### config.mk
export PLATFORM = sky130hd
export DESIGN_NAME = tex_fetch_arbiter_flat
export DESIGN_NICKNAME = d
export VERILOG_FILES = /design/src/rtl/tex_fetch_arbiter_pkg.sv /design/src/rtl/tex_fetch_arbiter_if.sv /design/src/rtl/tex_rr_arb2.sv /design/src/rtl/tex_fetch_arbiter.sv /design/src/flat_wrapper.sv
export SDC_FILE = /design/constraint.sdc
export NUM_CORES = 1
export LEC_CHECK = 0
export BUFFER_PORTS_ARGS = -buffer_cell sky130_fd_sc_hd__buf_2
export CAP_MARGIN = 10
export CORE_MARGIN = 2
export CORE_UTILIZATION = 46
export DETAILED_ROUTE_END_ITERATION = 12
export PLACE_DENSITY = 0.74
export SETUP_SLACK_MARGIN = 0.3
export SLEW_MARGIN = 20
export SYNTH_ARGS = -nofsm -noshare
export SYNTH_HDL_FRONTEND = slang
export SYNTH_SLANG_ARGS = --single-unit
export TNS_END_PERCENT = 20
### constraint.sdc
create_clock -name clk -period 4.1 [get_ports clk]
set_clock_uncertainty 0.05 [all_clocks]
set_input_delay 0.41 -clock clk [delete_from_list [all_inputs] [get_ports clk]]
set_output_delay 0.41 -clock clk [all_outputs]
set_load 0.05 [all_outputs]
### src/rtl/tex_fetch_arbiter_pkg.sv
// Shared types and constants for the texture-fetch arbiter slice.
//   fetch_state_t : arbiter sequencing states
//   TEX_NUM_W     : texture number width
//   RGBA_W        : packed {red,green,blue,alpha} word width
//   *_LSB, CH_W   : channel positions inside an rgba word (MSB = red)
//   max_int       : elaboration-time helper
package tex_pkg;

  typedef enum logic [2:0] {
    S_IDLE,
    S_GRANT,
    S_LOAD,
    S_WAIT,
    S_CAPTURE,
    S_GET,
    S_DONE
  } fetch_state_t;

  localparam int TEX_NUM_W = 8;
  localparam int RGBA_W    = 32;

  localparam int CH_W      = 8;
  localparam int RED_LSB   = 24;
  localparam int GREEN_LSB = 16;
  localparam int BLUE_LSB  = 8;
  localparam int ALPHA_LSB = 0;

  function automatic int max_int(input int a, input int b);
    return (a > b) ? a : b;
  endfunction

endpackage

### src/rtl/tex_fetch_arbiter_if.sv
// Bundle of the two requester lanes and the texture-controller command port.
//   r0_*/r1_*   : request (req, tex_num, count) and response (ack, pix_valid, done, err)
//   pix_rgba    : captured pixel returned to the owning requester
//   tc_*        : texture-controller command/data (tex_num, load, get, rgba)
// modport master : the arbiter
// modport slave  : the environment (rasteriser lanes + texture controller)
interface tex_fetch_arbiter_if #(
  parameter int CNT_W = 8
);
  import tex_pkg::*;

  logic                 r0_req;
  logic [TEX_NUM_W-1:0] r0_tex_num;
  logic [CNT_W-1:0]     r0_count;
  logic                 r1_req;
  logic [TEX_NUM_W-1:0] r1_tex_num;
  logic [CNT_W-1:0]     r1_count;

  logic                 r0_ack;
  logic                 r1_ack;
  logic                 r0_pix_valid;
  logic                 r1_pix_valid;
  logic                 r0_done;
  logic                 r1_done;
  logic                 r0_err;
  logic                 r1_err;
  logic [RGBA_W-1:0]    pix_rgba;

  logic [TEX_NUM_W-1:0] tc_tex_num;
  logic                 tc_load;
  logic                 tc_get;
  logic [RGBA_W-1:0]    tc_rgba;

  modport master (
    input  r0_req, r0_tex_num, r0_count, r1_req, r1_tex_num, r1_count, tc_rgba,
    output r0_ack, r1_ack, r0_pix_valid, r1_pix_valid, r0_done, r1_done,
           r0_err, r1_err, pix_rgba, tc_tex_num, tc_load, tc_get
  );

  modport slave (
    output r0_req, r0_tex_num, r0_count, r1_req, r1_tex_num, r1_count, tc_rgba,
    input  r0_ack, r1_ack, r0_pix_valid, r1_pix_valid, r0_done, r1_done,
           r0_err, r1_err, pix_rgba, tc_tex_num, tc_load, tc_get
  );

endinterface

### src/rtl/tex_rr_arb2.sv
// Two-way round-robin arbiter with a last-grant pointer.
//   clk, reset : clock, async active-low reset
//   req[1:0]   : request vector
//   advance    : accept the current grant and move the pointer
//   grant[1:0] : one-hot grant (combinational)
module tex_rr_arb2 (
  input  logic       clk,
  input  logic       reset,
  input  logic [1:0] req,
  input  logic       advance,
  output logic [1:0] grant
);
  import tex_pkg::*;

  // 1 = requester 1 was served last, so requester 0 wins a tie
  logic last;

  always_comb begin
    grant = 2'b00;
    case (req)
      2'b01:   grant = 2'b01;
      2'b10:   grant = 2'b10;
      2'b11:   grant = last ? 2'b01 : 2'b10;
      default: grant = 2'b00;
    endcase
  end

  always_ff @(posedge clk or negedge reset) begin
    if (!reset) begin
      last <= 1'b1;
    end else if (advance && (|grant)) begin
      last <= grant[1];
    end
  end

endmodule

### src/rtl/tex_fetch_arbiter.sv
// Shares one texture-controller command port between two rasteriser lanes.
// One transaction in flight: grant, load, then per-pixel gets spaced by
// max(RD_LAT, CMD_GAP)+1 cycles, each rgba word returned to the owner.
//   clk, reset : clock, async active-low reset
//   bus        : tex_fetch_arbiter_if.master (requesters + texture controller)
//
// state     | meaning
// ----------+---------------------------------------------------------
// S_IDLE    | no transaction; arbitrate on any req (ack issued on exit)
// S_GRANT   | ack visible; classify count / texture number
// S_LOAD    | tc_load pulse visible
// S_WAIT    | wait counter running toward the capture slot
// S_CAPTURE | tc_rgba valid; register it, pix_valid follows
// S_GET     | tc_get pulse visible
// S_DONE    | transaction over; done (and err) pulse on exit
module tex_fetch_arbiter #(
  parameter int NUM_TEX = 50,
  parameter int CMD_GAP = 2,
  parameter int RD_LAT  = 3,
  parameter int CNT_W   = 8
) (
  input  logic         clk,
  input  logic         reset,
  tex_fetch_arbiter_if.master bus
);
  import tex_pkg::*;

  localparam int SLOT_L = max_int(RD_LAT, CMD_GAP);
  localparam int WAIT_W = (SLOT_L > 1) ? $clog2(SLOT_L) : 1;
  localparam logic [WAIT_W-1:0]    WAIT_LOAD  = WAIT_W'(SLOT_L - 1);
  localparam logic [TEX_NUM_W-1:0] NUM_TEX_V  = TEX_NUM_W'(NUM_TEX);

  fetch_state_t         state;
  logic                 owner;
  logic [TEX_NUM_W-1:0] tex_q;
  logic [CNT_W-1:0]     count_q;
  logic [CNT_W-1:0]     remaining;
  logic [WAIT_W-1:0]    wait_cnt;
  logic                 err_flag;

  logic [1:0]           ack_q;
  logic [1:0]           pix_valid_q;
  logic [1:0]           done_q;
  logic [1:0]           err_q;
  logic [RGBA_W-1:0]    pix_q;
  logic [TEX_NUM_W-1:0] tc_tex_q;
  logic                 tc_load_q;
  logic                 tc_get_q;

  logic [1:0]           req;
  logic [1:0]           grant;
  logic                 advance;
  logic                 tex_ok;

  assign req     = {bus.r1_req, bus.r0_req};
  assign advance = (state == S_IDLE) && (|req);
  assign tex_ok  = (tex_q != '0) && (tex_q <= NUM_TEX_V);

  tex_rr_arb2 u_arb (
    .clk     (clk),
    .reset   (reset),
    .req     (req),
    .advance (advance),
    .grant   (grant)
  );

  always_ff @(posedge clk or negedge reset) begin
    if (!reset) begin
      state       <= S_IDLE;
      owner       <= 1'b0;
      tex_q       <= '0;
      count_q     <= '0;
      remaining   <= '0;
      wait_cnt    <= '0;
      err_flag    <= 1'b0;
      ack_q       <= '0;
      pix_valid_q <= '0;
      done_q      <= '0;
      err_q       <= '0;
      pix_q       <= '0;
      tc_tex_q    <= '0;
      tc_load_q   <= 1'b0;
      tc_get_q    <= 1'b0;
    end else begin
      ack_q       <= '0;
      pix_valid_q <= '0;
      done_q      <= '0;
      err_q       <= '0;
      tc_load_q   <= 1'b0;
      tc_get_q    <= 1'b0;
      unique case (state)
        S_IDLE: begin
          // Winner is chosen on the way into GRANT so ack is visible there.
          if (|req) begin
            state   <= S_GRANT;
            ack_q   <= grant;
            owner   <= grant[1];
            tex_q   <= grant[1] ? bus.r1_tex_num : bus.r0_tex_num;
            count_q <= grant[1] ? bus.r1_count   : bus.r0_count;
          end
        end
        S_GRANT: begin
          if (count_q == '0) begin
            state <= S_DONE;
          end else if (!tex_ok) begin
            err_flag <= 1'b1;
            state    <= S_DONE;
          end else begin
            tc_load_q <= 1'b1;
            tc_tex_q  <= tex_q;
            remaining <= count_q;
            state     <= S_LOAD;
          end
        end
        S_LOAD: begin
          wait_cnt <= WAIT_LOAD;
          state    <= S_WAIT;
        end
        S_WAIT: begin
          wait_cnt <= wait_cnt - 1'b1;
          // <=1 also covers a zero reload when the slot length is 1
          if (wait_cnt <= WAIT_W'(1)) state <= S_CAPTURE;
        end
        S_CAPTURE: begin
          pix_q <= {tc_rgba_ch(RED_LSB), tc_rgba_ch(GREEN_LSB),
                    tc_rgba_ch(BLUE_LSB), tc_rgba_ch(ALPHA_LSB)};
          pix_valid_q[owner] <= 1'b1;
          remaining <= remaining - 1'b1;
          if (remaining == CNT_W'(1)) begin
            state <= S_DONE;
          end else begin
            tc_get_q <= 1'b1;
            state    <= S_GET;
          end
        end
        S_GET: begin
          wait_cnt <= WAIT_LOAD;
          state    <= S_WAIT;
        end
        S_DONE: begin
          done_q[owner] <= 1'b1;
          err_q[owner]  <= err_flag;
          err_flag      <= 1'b0;
          state         <= S_IDLE;
        end
        default: state <= S_IDLE;
      endcase
    end
  end

  function automatic logic [CH_W-1:0] tc_rgba_ch(input int lsb);
    return bus.tc_rgba[lsb +: CH_W];
  endfunction

  assign bus.r0_ack       = ack_q[0];
  assign bus.r1_ack       = ack_q[1];
  assign bus.r0_pix_valid = pix_valid_q[0];
  assign bus.r1_pix_valid = pix_valid_q[1];
  assign bus.r0_done      = done_q[0];
  assign bus.r1_done      = done_q[1];
  assign bus.r0_err       = err_q[0];
  assign bus.r1_err       = err_q[1];
  assign bus.pix_rgba     = pix_q;
  assign bus.tc_tex_num   = tc_tex_q;
  assign bus.tc_load      = tc_load_q;
  assign bus.tc_get       = tc_get_q;

endmodule

### src/flat_wrapper.sv
// flat-port wrapper written by rule: the top's interface ports become plain ports
module tex_fetch_arbiter_flat import tex_pkg::*;
#(
  parameter int NUM_TEX = 50,
  parameter int CMD_GAP = 2,
  parameter int RD_LAT  = 3,
  parameter int CNT_W   = 8
)
  (clk, reset, bus_r0_req, bus_r0_tex_num, bus_r0_count, bus_r1_req, bus_r1_tex_num, bus_r1_count, bus_tc_rgba, bus_r0_ack, bus_r1_ack, bus_r0_pix_valid, bus_r1_pix_valid, bus_r0_done, bus_r1_done, bus_r0_err, bus_r1_err, bus_pix_rgba, bus_tc_tex_num, bus_tc_load, bus_tc_get);
  tex_fetch_arbiter_if #(.CNT_W(CNT_W)) bus_i ();
  input  logic clk;
  input  logic reset;
  input wire logic [$bits(bus_i.r0_req)-1:0] bus_r0_req;
  input wire logic [$bits(bus_i.r0_tex_num)-1:0] bus_r0_tex_num;
  input wire logic [$bits(bus_i.r0_count)-1:0] bus_r0_count;
  input wire logic [$bits(bus_i.r1_req)-1:0] bus_r1_req;
  input wire logic [$bits(bus_i.r1_tex_num)-1:0] bus_r1_tex_num;
  input wire logic [$bits(bus_i.r1_count)-1:0] bus_r1_count;
  input wire logic [$bits(bus_i.tc_rgba)-1:0] bus_tc_rgba;
  output wire logic [$bits(bus_i.r0_ack)-1:0] bus_r0_ack;
  output wire logic [$bits(bus_i.r1_ack)-1:0] bus_r1_ack;
  output wire logic [$bits(bus_i.r0_pix_valid)-1:0] bus_r0_pix_valid;
  output wire logic [$bits(bus_i.r1_pix_valid)-1:0] bus_r1_pix_valid;
  output wire logic [$bits(bus_i.r0_done)-1:0] bus_r0_done;
  output wire logic [$bits(bus_i.r1_done)-1:0] bus_r1_done;
  output wire logic [$bits(bus_i.r0_err)-1:0] bus_r0_err;
  output wire logic [$bits(bus_i.r1_err)-1:0] bus_r1_err;
  output wire logic [$bits(bus_i.pix_rgba)-1:0] bus_pix_rgba;
  output wire logic [$bits(bus_i.tc_tex_num)-1:0] bus_tc_tex_num;
  output wire logic [$bits(bus_i.tc_load)-1:0] bus_tc_load;
  output wire logic [$bits(bus_i.tc_get)-1:0] bus_tc_get;
  assign bus_i.r0_req = bus_r0_req;
  assign bus_i.r0_tex_num = bus_r0_tex_num;
  assign bus_i.r0_count = bus_r0_count;
  assign bus_i.r1_req = bus_r1_req;
  assign bus_i.r1_tex_num = bus_r1_tex_num;
  assign bus_i.r1_count = bus_r1_count;
  assign bus_i.tc_rgba = bus_tc_rgba;
  assign bus_r0_ack = bus_i.r0_ack;
  assign bus_r1_ack = bus_i.r1_ack;
  assign bus_r0_pix_valid = bus_i.r0_pix_valid;
  assign bus_r1_pix_valid = bus_i.r1_pix_valid;
  assign bus_r0_done = bus_i.r0_done;
  assign bus_r1_done = bus_i.r1_done;
  assign bus_r0_err = bus_i.r0_err;
  assign bus_r1_err = bus_i.r1_err;
  assign bus_pix_rgba = bus_i.pix_rgba;
  assign bus_tc_tex_num = bus_i.tc_tex_num;
  assign bus_tc_load = bus_i.tc_load;
  assign bus_tc_get = bus_i.tc_get;
  tex_fetch_arbiter #(.NUM_TEX(NUM_TEX), .CMD_GAP(CMD_GAP), .RD_LAT(RD_LAT), .CNT_W(CNT_W)) u_core (.clk(clk), .reset(reset), .bus(bus_i));
endmodule
# After elaboration in Yosys (flattened, before gate mapping)
# Index checks and enable logic that the tools add are counted.
# word_totals
regBits	82
input_bits	68
out_inout_bits	50
elab_cells	86
# classes
n_addsub	2
n_lt_le_gt_ge	4
eq_ne	15
mux	29
n_bitwise	2
reduce_logical	18
# ops
cell	n
2-to-1 mux 8 bit	4
one-hot mux 8 bit (2 select lines)	1
one-hot mux 3 bit (5 select lines)	1
2-to-1 mux 2 bit	7
2-to-1 mux 3 bit	4
== test 3 bit, second input constant	3
AND reduction 3 bit	3
== test 8 x 1 -> 1 bit, second input constant	1
<= comparator 8 x 6 -> 1 bit, second input constant	1
logical NOT 8 bit	1
2-to-1 mux 1 bit	8
nonzero test 8 bit	1
subtractor 8 x 1 -> 8 bit, second input constant	1
== test 3 x 2 -> 1 bit, second input constant	2
!= test 2 bit, second input constant	3
one-hot mux 2 bit (3 select lines)	1
nonzero test 2 bit	3
OR reduction 2 bit	3
== test 2 bit, second input constant	2
logical AND 1 bit	4
!= test 2 x 1 -> 1 bit, second input constant	2
one-hot mux 2 bit (2 select lines)	1
AND reduction 2 bit	2
== test 3 x 1 -> 1 bit, second input constant	1
other kinds (10)	10

# Logic depth before layout (Yosys ltp)
# depth
word_depth	6
depth_mapped	7
mapped_depth_nobuf	6

# Cells and area by module
# Synthesis repeated with hierarchy kept, for this count alone.
# unflattened
hier_cells	356
hier_area_um2	3534.6
# modules_own_cells
module	instances	cells_per_inst	area_each_um2
tex_fetch_arbiter	1	350	3478.3
tex_rr_arb2	1	6	56.3

# Worst setup path before layout
# No wires, ideal clock.
# synth_timing
path_type	register to register
startpoint	reg u_core.state[2]
endpoint	reg u_core.remaining[1]
arrival_ns	1.562
slack_ns	2.362
stages_incl_launch_ff	6
path_buffers	1
period_less_slack_ns	1.738
path_cell_list	dfrtp_1 > buf_6 > nand2b_4 > a211oi_2 > a31oi_1 > a221o_1
# synth_between
elab_chain_len	3
# synth_rtl
element	line	text
start: declaration	tex_fetch_arbiter.sv:33	fetch_state_t state;
start signal: assignment	tex_fetch_arbiter.sv:69	state <= S_IDLE;
start signal: assignment	tex_fetch_arbiter.sv:95	state <= S_GRANT;
start signal: assignment	tex_fetch_arbiter.sv:104	state <= S_DONE;
== test 3 x 1 -> 1 bit / == test 3 bit (equally long branches)	tex_fetch_arbiter.sv:91	unique case (state)
!= test 2 x 1 -> 1 bit (no line) (tied with other cells)	-	
AND reduction 3 bit (no line)	-	
end signal: assignment	tex_fetch_arbiter.sv:111	remaining <= count_q;
end signal: assignment	tex_fetch_arbiter.sv:128	remaining <= remaining - 1'b1;
end: declaration	tex_fetch_arbiter.sv:37	logic [CNT_W-1:0] remaining;
# Several ways; a longest one is shown, not always the timed one.
# A chain may end at the register's enable or synchronous reset.

# Final worst setup path
# layout_timing
startpoint	reg u_core.state[1]
endpoint	reg u_core.tex_q[7]
# layout_between
elab_chain_len	2
# layout_rtl
element	line	text
logical NOT 3 bit	tex_fetch_arbiter.sv:91	
AND reduction 2 bit (no line)	-	
end signal: assignment	tex_fetch_arbiter.sv:98	tex_q <= grant[1] ? bus.r1_tex_num : bus.r0_tex_num;
end: declaration	tex_fetch_arbiter.sv:35	logic [TEX_NUM_W-1:0] tex_q;
# No other way between the ends.

==> impl_metrics.tcl <==
set metrics [dict create \
    run_status "finished clean" \
    cp_num_buf_inv 1 \
    pin_count 118 \
    relSlewSlack_pct 50.1 \
    gr-total-overflow 0 \
    synth_flop_cell "dfrtp_1" \
    yosys-top-cells-area "dfrtp_1 57%, nand2_1 12%, o221a_2 5.1%" \
    drt_wl_total_um 7920 \
    p_leak_nw 2.33 \
    avgSynthCellArea_um2 10.4 \
    drt_drc_violations_left 0 \
    rows 31 \
    place_congestion 0.865 \
    ant_nets 0 \
    die_y_um 91.6 \
    ctsResizeCount 0 \
    slowest_delay_ps 640 \
    cts_sinks 82 \
    start_util_pct 48.2 \
    arrival_ps 2460 \
    vias_per_cell 5.14 \
    min_period_over_period_pct 54.4 \
    finalHoldViolCount 0 \
    core_mm2 0.00733 \
    n_antenna_cell 0 \
    hpwl_um 5460 \
    antenna_found_initial 0 \
    cts_made_buffers 9 \
    grt_pass1_wl_um 13300 \
    ys_types 49 \
    max-vdd-ir-drop_mv 0.419 \
    yosysTopAreaCellShare_pct 57.4 \
    tightest_slew_ps 749 \
    synth_nets 410 \
    grt_use_total_pct 19.7 \
    postCtsSetupRepairBufs 0 \
    cts_root_buffer "clkbuf_8" \
    die_area_mm2 0.00839 \
    htreeDepth 3 \
    cap_violations 0 \
    rsz0062_at_grt "no" \
    synth_warnings 0 \
    clk_pin_slew_worst_paths_ps 80 \
    placed_cells 543 \
    synth_cells 339 \
    cts_hold_buf 0 \
    power_density_mw_per_mm2 899 \
    setup_viol 0 \
    num_vias 2874 \
    crit_family "simple AND/OR/NAND/NOR gates" \
    synth.cell_area_mm2 0.00353 \
    yosysSeqAreaShare_pct 58.2 \
    die_w_um 91.6 \
    fin_crit_ps 2230 \
    drv_slew 0 \
    grt_max_degree 83 \
    critPathSlowestCell "dfrtp_1" \
    startpoint_type "flip-flop" \
    instances_no_fill 559 \
    cts_tree "built" \
    fmax_ghz 0.448 \
    wl_per_cell_um 14.2 \
    crit_type "flip-flop to flip-flop" \
    min_path_type "primary input to async pin" \
    required_ps 4330 \
    drt-pass1-iter-count 4 \
    ys_ff_latch 82 \
    synth_edf_count 0 \
    io_buffers 117 \
    path_cells "nor2_1 > o211ai_1 > buf_4 > nand2b_1 > o221a_2" \
    final_layout_size_suffix_gt1_share_pct 37.0 \
    critPathMaxFanout 19 \
    cp-end-kind "flip-flop" \
    yosysTopAreaCell "dfrtp_1" \
    syn_to_final_growth_pct 26.6 \
    drtIter0Drc 168 \
    fillers 614 \
    cts_buffer_depth 2 \
    grt_pass1_vias 2804 \
    final_nets 526 \
    worst_skew_pair.late_latency_ps 340 \
    fin_tns_setup_ps 0 \
    async_flop_share_pct 100 \
]
path summary, 6_finish.rpt:
kind,startpoint,endpoint,slack [ps],cells past startpoint
max,u_core.state[1]$_DFFE_PN0P_,u_core.tex_q[7]$_DFFE_PN0P_,1870,5
min,reset,u_core.wait_cnt[1]$_DFFE_PN0P_,50,1
max reg2reg,u_core.state[1]$_DFFE_PN0P_,u_core.tex_q[7]$_DFFE_PN0P_,1870,5
min reg2reg,u_core.u_arb.last$_DFFE_PN1P_,u_core.u_arb.last$_DFFE_PN1P_,410,2
min in group clk,bus_tc_rgba[11],u_core.bus.pix_rgba[11]$_DFFE_PN0P_,200,3
max in group asynchronous,reset,u_core.ack_q[0]$_DFF_PN0_,3460,1
cell usage after synthesis, drive strengths merged, types with 2 or more instances:
cell type / instances
a221o: 3
a21oi: 2
inv: 11
and2: 6
o211ai: 3
a21o: 2
or4: 2
nor4: 4
ha: 3
nand4: 2
buf: 7
a211o: 3
nor2: 14
nor3: 6
clkbuf: 7
mux2: 6
nand2: 110
o21ai: 6
nand2b: 18
dfrtp: 81
a31oi: 6
o221a: 16
nand3: 3
kinds of logic after synthesis:
| family | Yosys count | synth area share [%] |
|---|---|---|
| flops | 82 | 58.2 |
| buf+inv | 25 | 3.15 |
| compound gates | 49 | 12.4 |
| mux | 6 | 1.91 |
| simple gates | 174 | 23.3 |
| fa+ha+maj | 3 | 1.06 |
layer usage:
metal / up-vias / share of wire (%) / GRT usage, %
met5: - / 0 / 0
met1: 1382 / 45 / 27.0
met4: 0 / 1.4 / 7.32
met2: 94 / 48 / 31.1
li1: 1387 / - / -
met3: 11 / 6.1 / 3.94
state kept, by name, indices dropped and copies added, names as in the netlist:
signal / cells
u_core.err_flag: 1
u_core.state: 3
u_core.owner: 1
u_core.count_q: 8
u_core.done_q: 2
u_core.tex_q: 8
u_core.u_arb.last: 1
u_core.remaining: 8
u_core.wait_cnt: 2
u_core.ack_q: 2
u_core.bus.tc_get: 1
u_core.err_q: 2
u_core.bus.tc_load: 1
u_core.bus.pix_rgba: 32
u_core.bus.tc_tex_num: 8
u_core.pix_valid_q: 2
metrics by stage:
| step | power [mW] | setup WS (ps) | hold WS [ps] | cell area (um2) | utilization, % |
|---|---|---|---|---|---|
| final | 4.02 | 1870 | 45.4 | 4470 | 61.0 |
| after global routing | 4.26 | 1640 | 102 | 4470 | 61.0 |
| after CTS | 4.05 | 1860 | 180 | 4470 | 60.9 |
| after detailed placement | 3.26 | 1900 | 399 | 4190 | 57.2 |
| after global placement | 3.22 | 1950 | 397 | 4190 | 57.2 |
| after floorplan | 2.81 | 2360 | 64.4 | 3530 | - |
area by class of cell:
cell class | count | area [um2] | area share, %
Clock buffer | 10 | 138 | 3.08
Clock inverter | 6 | 136 | 3.05
Inverter | 11 | 41.3 | 0.923
Multi-Input combinational cell | 232 | 1370 | 30.7
Sequential cell | 82 | 2050 | 45.9
Tap cell | 99 | 124 | 2.77
Timing Repair Buffer | 119 | 607 | 13.6
where the power goes:
part	switching, mW	leakage [nW]	internal (mW)
clock	0.291	0.133	0.485
combinational	1.23	1.20	0.562
sequential	0.290	0.993	1.17
placed cells by master, fill, tap and decap left out, types with 3 or more instances in the layout:
| cell type | n |
|---|---|
| buf_2 | 116 |
| o221a_2 | 16 |
| a221o_1 | 3 |
| dfrtp_1 | 81 |
| nand2_1 | 110 |
| a31oi_1 | 6 |
| nor3_1 | 6 |
| ha_1 | 3 |
| nor4_1 | 4 |
| o21ai_0 | 6 |
| nor2_1 | 13 |
| bufinv_16 | 4 |
| and2_1 | 6 |
| inv_1 | 10 |
| o211ai_1 | 3 |
| nand2b_1 | 17 |
| clkbuf_8 | 10 |
| mux2_2 | 6 |
| a211o_1 | 3 |
Note: power is estimated with default switching activity, not from simulation.
